**src/rtl/game_controller.sv**
```systemverilog
// Guessing-game controller: coin-to-credit accounting plus the IDLE/LOAD/PLAY/WIN/LOSE
// sequencing that loads a master pattern and grades up to MAX_ROUNDS guesses against it.
module game_controller #(
    parameter int MAX_ROUNDS = 8,
    parameter int GAME_COST  = 4
) (
    input  logic       clock,
    input  logic       reset,
    input  logic       CoinInserted,
    input  logic [1:0] CoinValue,
    input  logic       StartGame,
    input  logic       masterLoaded,
    input  logic       GradeIt,
    input  logic [3:0] Znarly,
    input  logic [3:0] Zood,
    output logic       loadingShape,
    output logic       clearMaster,
    output logic [2:0] NumGames,
    output logic [3:0] RoundNumber,
    output logic [3:0] ZnarlyOut,
    output logic [3:0] ZoodOut,
    output logic       GradeValid,
    output logic       GameWon,
    output logic       GameLost
);

    typedef enum logic [2:0] {IDLE, LOAD, PLAY, WIN, LOSE} stateT;

    localparam logic [7:0] COST       = 8'(GAME_COST);
    localparam logic [3:0] LAST_ROUND = 4'(MAX_ROUNDS);

    stateT      state, nextState;
    logic [7:0] coinAcc, nextAcc, coinSum;
    logic [2:0] nextGames;
    logic [3:0] nextRound, nextZn, nextZo;
    logic       nextGv, nextWon, nextLost, nextClear;
    logic       creditIn, creditOut;

    // Coins are accepted in every state; a full credit bank freezes the accumulator too.
    always_comb begin
        nextAcc  = coinAcc;
        creditIn = 1'b0;
        coinSum  = coinAcc + {6'd0, CoinValue};
        if (CoinInserted && CoinValue != 2'b00 && NumGames != 3'd7) begin
            if (coinSum >= COST) begin
                creditIn = 1'b1;
                nextAcc  = coinSum - COST;
            end else begin
                nextAcc = coinSum;
            end
        end
    end

    always_comb begin
        nextState = state;
        nextRound = RoundNumber;
        nextZn    = ZnarlyOut;
        nextZo    = ZoodOut;
        nextGv    = 1'b0;
        nextWon   = GameWon;
        nextLost  = GameLost;
        nextClear = 1'b0;
        creditOut = 1'b0;
        case (state)
            IDLE, WIN, LOSE: begin
                // Starting a game also clears the round counter, since no game is active yet.
                if (StartGame && NumGames != 3'd0) begin
                    nextState = LOAD;
                    creditOut = 1'b1;
                    nextClear = 1'b1;
                    nextWon   = 1'b0;
                    nextLost  = 1'b0;
                    nextZn    = 4'd0;
                    nextZo    = 4'd0;
                    nextRound = 4'd0;
                end
            end
            LOAD: begin
                if (masterLoaded) begin
                    nextState = PLAY;
                    nextRound = 4'd1;
                end
            end
            PLAY: begin
                if (GradeIt) begin
                    nextZn = Znarly;
                    nextZo = Zood;
                    nextGv = 1'b1;
                    if (Znarly >= 4'd4) begin
                        nextState = WIN;
                        nextWon   = 1'b1;
                    end else if (RoundNumber == LAST_ROUND) begin
                        nextState = LOSE;
                        nextLost  = 1'b1;
                    end else begin
                        nextRound = RoundNumber + 4'd1;
                    end
                end
            end
            default: nextState = IDLE;
        endcase
    end

    assign nextGames    = NumGames + {2'b00, creditIn} - {2'b00, creditOut};
    assign loadingShape = (state == LOAD);

    always_ff @(posedge clock or posedge reset) begin
        if (reset) begin
            state       <= IDLE;
            coinAcc     <= 8'd0;
            NumGames    <= 3'd0;
            RoundNumber <= 4'd0;
            ZnarlyOut   <= 4'd0;
            ZoodOut     <= 4'd0;
            GradeValid  <= 1'b0;
            GameWon     <= 1'b0;
            GameLost    <= 1'b0;
            clearMaster <= 1'b0;
        end else begin
            state       <= nextState;
            coinAcc     <= nextAcc;
            NumGames    <= nextGames;
            RoundNumber <= nextRound;
            ZnarlyOut   <= nextZn;
            ZoodOut     <= nextZo;
            GradeValid  <= nextGv;
            GameWon     <= nextWon;
            GameLost    <= nextLost;
            clearMaster <= nextClear;
        end
    end

endmodule

```
**config.mk**
```make
export PLATFORM = sky130hd
export DESIGN_NAME = game_controller
export DESIGN_NICKNAME = d
export VERILOG_FILES = /design/src/rtl/game_controller.sv
export SDC_FILE = /design/constraint.sdc
export NUM_CORES = 1
export LEC_CHECK = 0
export CORE_MARGIN = 4
export CORE_UTILIZATION = 55
export CTS_CLUSTER_SIZE = 8
export DETAILED_ROUTE_END_ITERATION = 7
export PLACE_DENSITY = 0.93
export SYNTH_ARGS = -nofsm -noshare
export SYNTH_HDL_FRONTEND = slang
export SYNTH_SLANG_ARGS = --single-unit
```
**constraint.sdc**
```tcl
create_clock -name clock -period 9.9 [get_ports clock]
set_input_delay 2.475 -clock clock [delete_from_list [all_inputs] [get_ports clock]]
set_output_delay 2.475 -clock clock [all_outputs]
set_load 0.1 [all_outputs]
```
==> impl_metrics.yaml, run 1 <==
outcome:
  status: "complete, no violations"
yosys:
  netlist_area_mm2: 0.001962
  synthCells: 215
  synthDistinctLibCells: 60
  synth_fp_nets: 241
  synthTopCellsByCount: "dfrtp_1, nand2_1, o21ai_0"
  synth.top_cell.area_share_pct: 38.27
  synthTopCellsByArea: "dfrtp_1, nand2_1, ha_1, o21ai_0, inv_1"
  async_flop_share_pct: 100.0
  synth_top_cell_by_area: "dfrtp_1"
  yosys_warnings: 0
  yosysSeqAreaShare_pct: 38.27
  synth_ff_type: "dfrtp_1"
  synth_edf_count: 0
  post_synth.cell_area_avg_um2: 9.125
  ys_ff_latch: 30
routing:
  wirelength_mm: 4.420
  vias: 1733
  drtPass1Iterations: 4
  drc: 0
  wl_per_cell_um: 14.98
  drt_iter0_markers: 160
  drtAntennaViolNets: 0
  vias_per_cell: 5.875
cells_and_area:
  fin_area_mm2: 0.002404
  syn_to_final_growth_pct: 22.51
  drive_gt1_share_pct: 11.65
  num_antenna_cells: 0
  nets: 275
  fillers: 247
critical_path:
  crit_path_end_kind: "flip-flop"
  cp_data_required_time_ns: 10.14
  max_stage_delay_ns: 0.50
  path_cells: "clkdlybuf4s50_1 -> ha_1 -> inv_1 -> fa_1 -> nand2b_1 -> and2_1 -> ha_1 -> nand2_1 -> nor2_1 -> nor4b_2 -> o21bai_4 -> nand3_2 -> ha_1 -> inv_1 -> ha_1 -> fa_1 -> xnor2_1 -> xnor2_1"
  start_kind: "input port"
  arrival_ns: 6.29
  slowest_stage: "nor4b_2"
  cp_max_fo: 9
  cpMostUsedCell: "ha_1"
  setup.worst_path.class: "input port to flip-flop"
timing:
  period_needed_ns: 6.045
  clock_skew_ns: 0.006166
  finalSetupViolations: 0
  finalCritPeriodShare_pct: 61.06
  slew-limit-headroom_pct: 33.71
  fmax_ghz: 0.1654
  finalSetupTns_ns: 0
  timing.hold.ws_ns: 0.4928
  final-max-slew-violation-count: 0
  tightest_slew_ns: 0.9913
  finalHoldViolations: 0
  rsz0062_at_grt: "false"
flow_run:
  maxCapViolCount: 0
die:
  start_util_pct: 57.88
  die_w_um: 67.73
  die_h_um: 67.73
  rows: 21
  coreArea_mm2: 0.003390
  io_pins: 36
  die_area_mm2: 0.004587
placed_design:
  place_area_mm2: 0.002322
  io_buffers: 35
  hpwlAfterDp_mm: 3.322
  gp_congestion: 0.8801
clocking:
  htreeDepth: 2
  clkTransAtPathRegs_ns: 0.09
  hold_buffers: 0
  cts_tree: "done"
  cts-root-buf: "clkbuf_4"
  cts_resized: 0
  postCtsSetupRepairBufs: 0
  clockBufferDepth: 2
  clock-sinks: 30
  cts_buffers: 5
  clkLatencyLatePin_ns: 0.33
global_route:
  grt_max_degree: 31
  antenna_found_initial: 0
  grt_overflow: 0
  grt_pass1_wl_mm: 7.700
  grt_pass1_vias: 1708
  track_usage_pct: 22.15
min_path:
  hp-class: "flip-flop to flip-flop"
[registers in the layout, summed over array words and instances (netlist names), 3 cells and up]
| register | count |
|---|---|
| ZoodOut | 4 |
| RoundNumber | 4 |
| state | 3 |
| coinAcc | 8 |
| ZnarlyOut | 4 |
| NumGames | 3 |
[layout by cell type (no fill, tap or decap), drive strengths merged, types with 5 or more instances in the layout]
master	n
nor2	15
xnor2	5
dfrtp	30
nor3	6
clkdlybuf4s50	35
a21oi	9
nand2	30
inv	15
clkbuf	6
ha	8
nand3	11
nand2b	5
o21ai	16
[cells by family after synthesis]
group | after synthesis | synth area share, %
muxes | 1 | 0.5739
and+or+nand+nor | 95 | 26.34
AOI/OAI and AO/OA | 50 | 19.77
DFF | 30 | 38.27
buffers and inverters | 24 | 5.676
adders and majority gates | 10 | 7.143
xor gates and xnor gates | 5 | 2.232
[layout make-up]
type / instances / area, µm² / share of cell area (%)
clock inverter: 1 / 30.03 / 1.249
clock buffer: 6 / 51.30 / 2.134
timing repair buffer: 36 / 357.8 / 14.89
sequential: 30 / 750.7 / 31.23
multi-input combinational: 161 / 1100 / 45.76
tap: 46 / 57.56 / 2.395
inverter: 15 / 56.30 / 2.343
[path summary, 6_finish.rpt]
check | startpoint | to | slack [ns] | cells past startpoint
worst max register to register | coinAcc[0]$_DFFE_PP0P_ | NumGames[2]$_DFF_PP0_ | 6.14 | 17
min in group asynchronous | reset | coinAcc[0]$_DFFE_PP0P_ | 2.52 | 3
worst min-delay path | GameWon$_DFFE_PP0P_ | GameWon$_DFFE_PP0P_ | 0.49 | 2
worst min register to register | GameWon$_DFFE_PP0P_ | GameWon$_DFFE_PP0P_ | 0.49 | 2
max in group asynchronous | reset | GameWon$_DFFE_PP0P_ | 7.10 | 3
worst max-delay path | CoinValue[0] | NumGames[2]$_DFF_PP0_ | 3.86 | 18
[stage by stage]
step,std cells,util [%],setup WS (ns)
after floorplan,215,-,4.329
after global placement,288,68.51,3.737
after detailed placement,288,68.51,3.528
after CTS,295,70.91,3.861
after global routing,295,70.91,3.551
final,295,70.91,3.855
[per-layer routing]
layer	routed length (µm)	GRT usage, %
met2	2131	35.84
met5	0	0
met3	228	3.993
met4	110	9.620
met1	1949	28.78
[worst max-delay path, delay by kind of cell]
kind                       cells  cell delay [ns]
buffers and inverters          3             0.61
AOI/OAI and AO/OA              1             0.13
adders and majority gates      6             1.60
xor gates and xnor gates       2             0.33
and+or+nand+nor                6             1.17
Power of run 1 is left out: the tool's default activity adds up to more than one toggle a clock period on the data nets, which glitch-free logic cannot reach.
==> run 2, diff against run 1 <==
- CORE_UTILIZATION: 55 -> 52
- PLACE_DENSITY: 0.93 -> 0.89
- clock period: 9.9 -> 5.9 ns (I/O delays scaled with it)
==> run 2 against run 1 <==
- worst setup slack worse by 3.1 ns
- via count shrank 2.9%
- hold slack lost 0.012 ns
==> impl_metrics.yaml, run 2 (synthesized netlist as in run 1, its figures left out) <==
outcome:
  status: "complete, no violations"
routing:
  drt_iter0_markers: 138
  vias: 1682
  drtPass1Iterations: 4
  vias_per_cell: 5.644
  drtAntennaViolNets: 0
  wirelength_mm: 4.490
  drc: 0
  wl_per_cell_um: 15.07
cells_and_area:
  regMostFlops: "coinAcc"
  final_cell_mix: "clkdlybuf4s50_1, dfrtp_1, nand2_1, o21ai_0"
  fillers: 279
  final_common_cell: "clkdlybuf4s50_1"
  nets: 275
  largest_reg_flops: 8
  num_antenna_cells: 0
  syn_to_final_growth_pct: 25.77
  drive_gt1_share_pct: 12.00
timing:
  finalSetupViolations: 0
  tightest_slew_ns: 0.9837
  final-max-slew-violation-count: 0
  fin_ws_ns: 0.7944
  finalHoldViolations: 0
  rsz0062_at_grt: "false"
  slew-limit-headroom_pct: 34.22
  clock_skew_ns: 0.003849
  fmax_ghz: 0.1959
  finalSetupTns_ns: 0
  period_needed_ns: 5.106
  finalCritPeriodShare_pct: 86.54
placed_design:
  gp_congestion: 0.9434
  hpwlAfterDp_mm: 3.325
  io_buffers: 35
  dp_slack_ns: 0.5337
clocking:
  clkTransAtPathRegs_ns: 0.07
  clockBufferDepth: 2
  htreeDepth: 2
  hold_buffers: 0
  cts_buffers: 5
  cts_tree: "done"
  clkLatencyLatePin_ns: 0.28
  cts_resized: 0
  cts-root-buf: "clkbuf_8"
  postCtsSetupRepairBufs: 0
  clock-sinks: 30
critical_path:
  start_kind: "input port"
  ff2ff_setup_slack_ns: 2.14
  cp_data_required_time_ns: 6.11
  cp_max_fo: 9
  setup.worst_path.class: "input port to flip-flop"
  arrival_ns: 5.31
  crit_path_end_kind: "flip-flop"
flow_run:
  maxCapViolCount: 0
global_route:
  grt_overflow: 0
  grt_pass1_wl_mm: 7.941
  grt_max_degree: 31
  antenna_found_initial: 0
  track_usage_pct: 20.20
  grt_pass1_vias: 1643
die:
  io_pins: 36
  start_util_pct: 53.59
  rows: 22
  die_w_um: 69.43
  die_h_um: 69.43
  coreArea_mm2: 0.003661
  die_area_mm2: 0.004820
min_path:
  hp-class: "flip-flop to flip-flop"
run 2: cell types whose count changed in the layout (fill, tap and decap cells not counted), sizes merged:
cell    change
bufinv      +1
run 2: critical path, stage by stage:
cell and delay [ns]:
clkdlybuf4s50_1 0.49, ha_1 0.24, inv_1 0.08, fa_1 0.50
nand2b_1 0.23, and2_1 0.19, ha_1 0.18, nand2_1 0.05
nor2_1 0.08, nor4b_2 0.47, o21bai_4 0.13, nand3_2 0.13
ha_1 0.14, inv_1 0.04, ha_1 0.18, fa_1 0.38
xnor2_1 0.17, xnor2_1 0.13
run 2: area by class of cell:
class | count | area [µm²] | area share, %
Inverter | 15 | 56.30 | 2.282
Multi-Input combinational cell | 161 | 1100 | 44.57
Timing Repair Buffer | 36 | 357.8 | 14.50
Sequential cell | 30 | 750.7 | 30.43
Clock buffer | 6 | 82.58 | 3.347
Clock inverter | 2 | 60.06 | 2.434
Tap cell | 48 | 60.06 | 2.434
run 2: per-layer routing:
metal / routed length [µm] / global-route usage (%) / vias to the layer above / part of all wire [%]
met1: 2012 / 27.30 / 800 / 45
met2: 2169 / 30.72 / 52 / 48
met4: 63 / 8.243 / 0 / 1.4
met3: 245 / 5.217 / 6 / 5.5
met5: 0 / 0 / - / 0
li1: - / - / 824 / -
run 2: per-stage QoR:
stage / instance area, µm² / hold WS (ns) / util, % / instances
2_1_floorplan: 1962 / 0.4722 / - / 215
5_1_grt: 2467 / 0.5520 / 67.40 / 298
4_1_cts: 2467 / 0.4855 / 67.40 / 298
3_5_place_dp: 2325 / 0.4618 / 63.50 / 290
6_report: 2467 / 0.4809 / 67.40 / 298
3_3_place_gp: 2325 / 0.4532 / 63.50 / 290
run 2: worst paths after layout:
path                                         from                     end  cells after the start
hold reg to reg               GameWon$_DFFE_PP0P_     GameWon$_DFFE_PP0P_                      2
setup / recovery                     CoinValue[0]   NumGames[2]$_DFF_PP0_                     18
max in group asynchronous                   reset  ZoodOut[1]$_DFFE_PP0P_                      3
min in group asynchronous                   reset  coinAcc[1]$_DFFE_PP0P_                      3
setup reg to reg           coinAcc[0]$_DFFE_PP0P_   NumGames[2]$_DFF_PP0_                     17
hold / removal                GameWon$_DFFE_PP0P_     GameWon$_DFFE_PP0P_                      2
Power of run 2 is left out for the same reason.
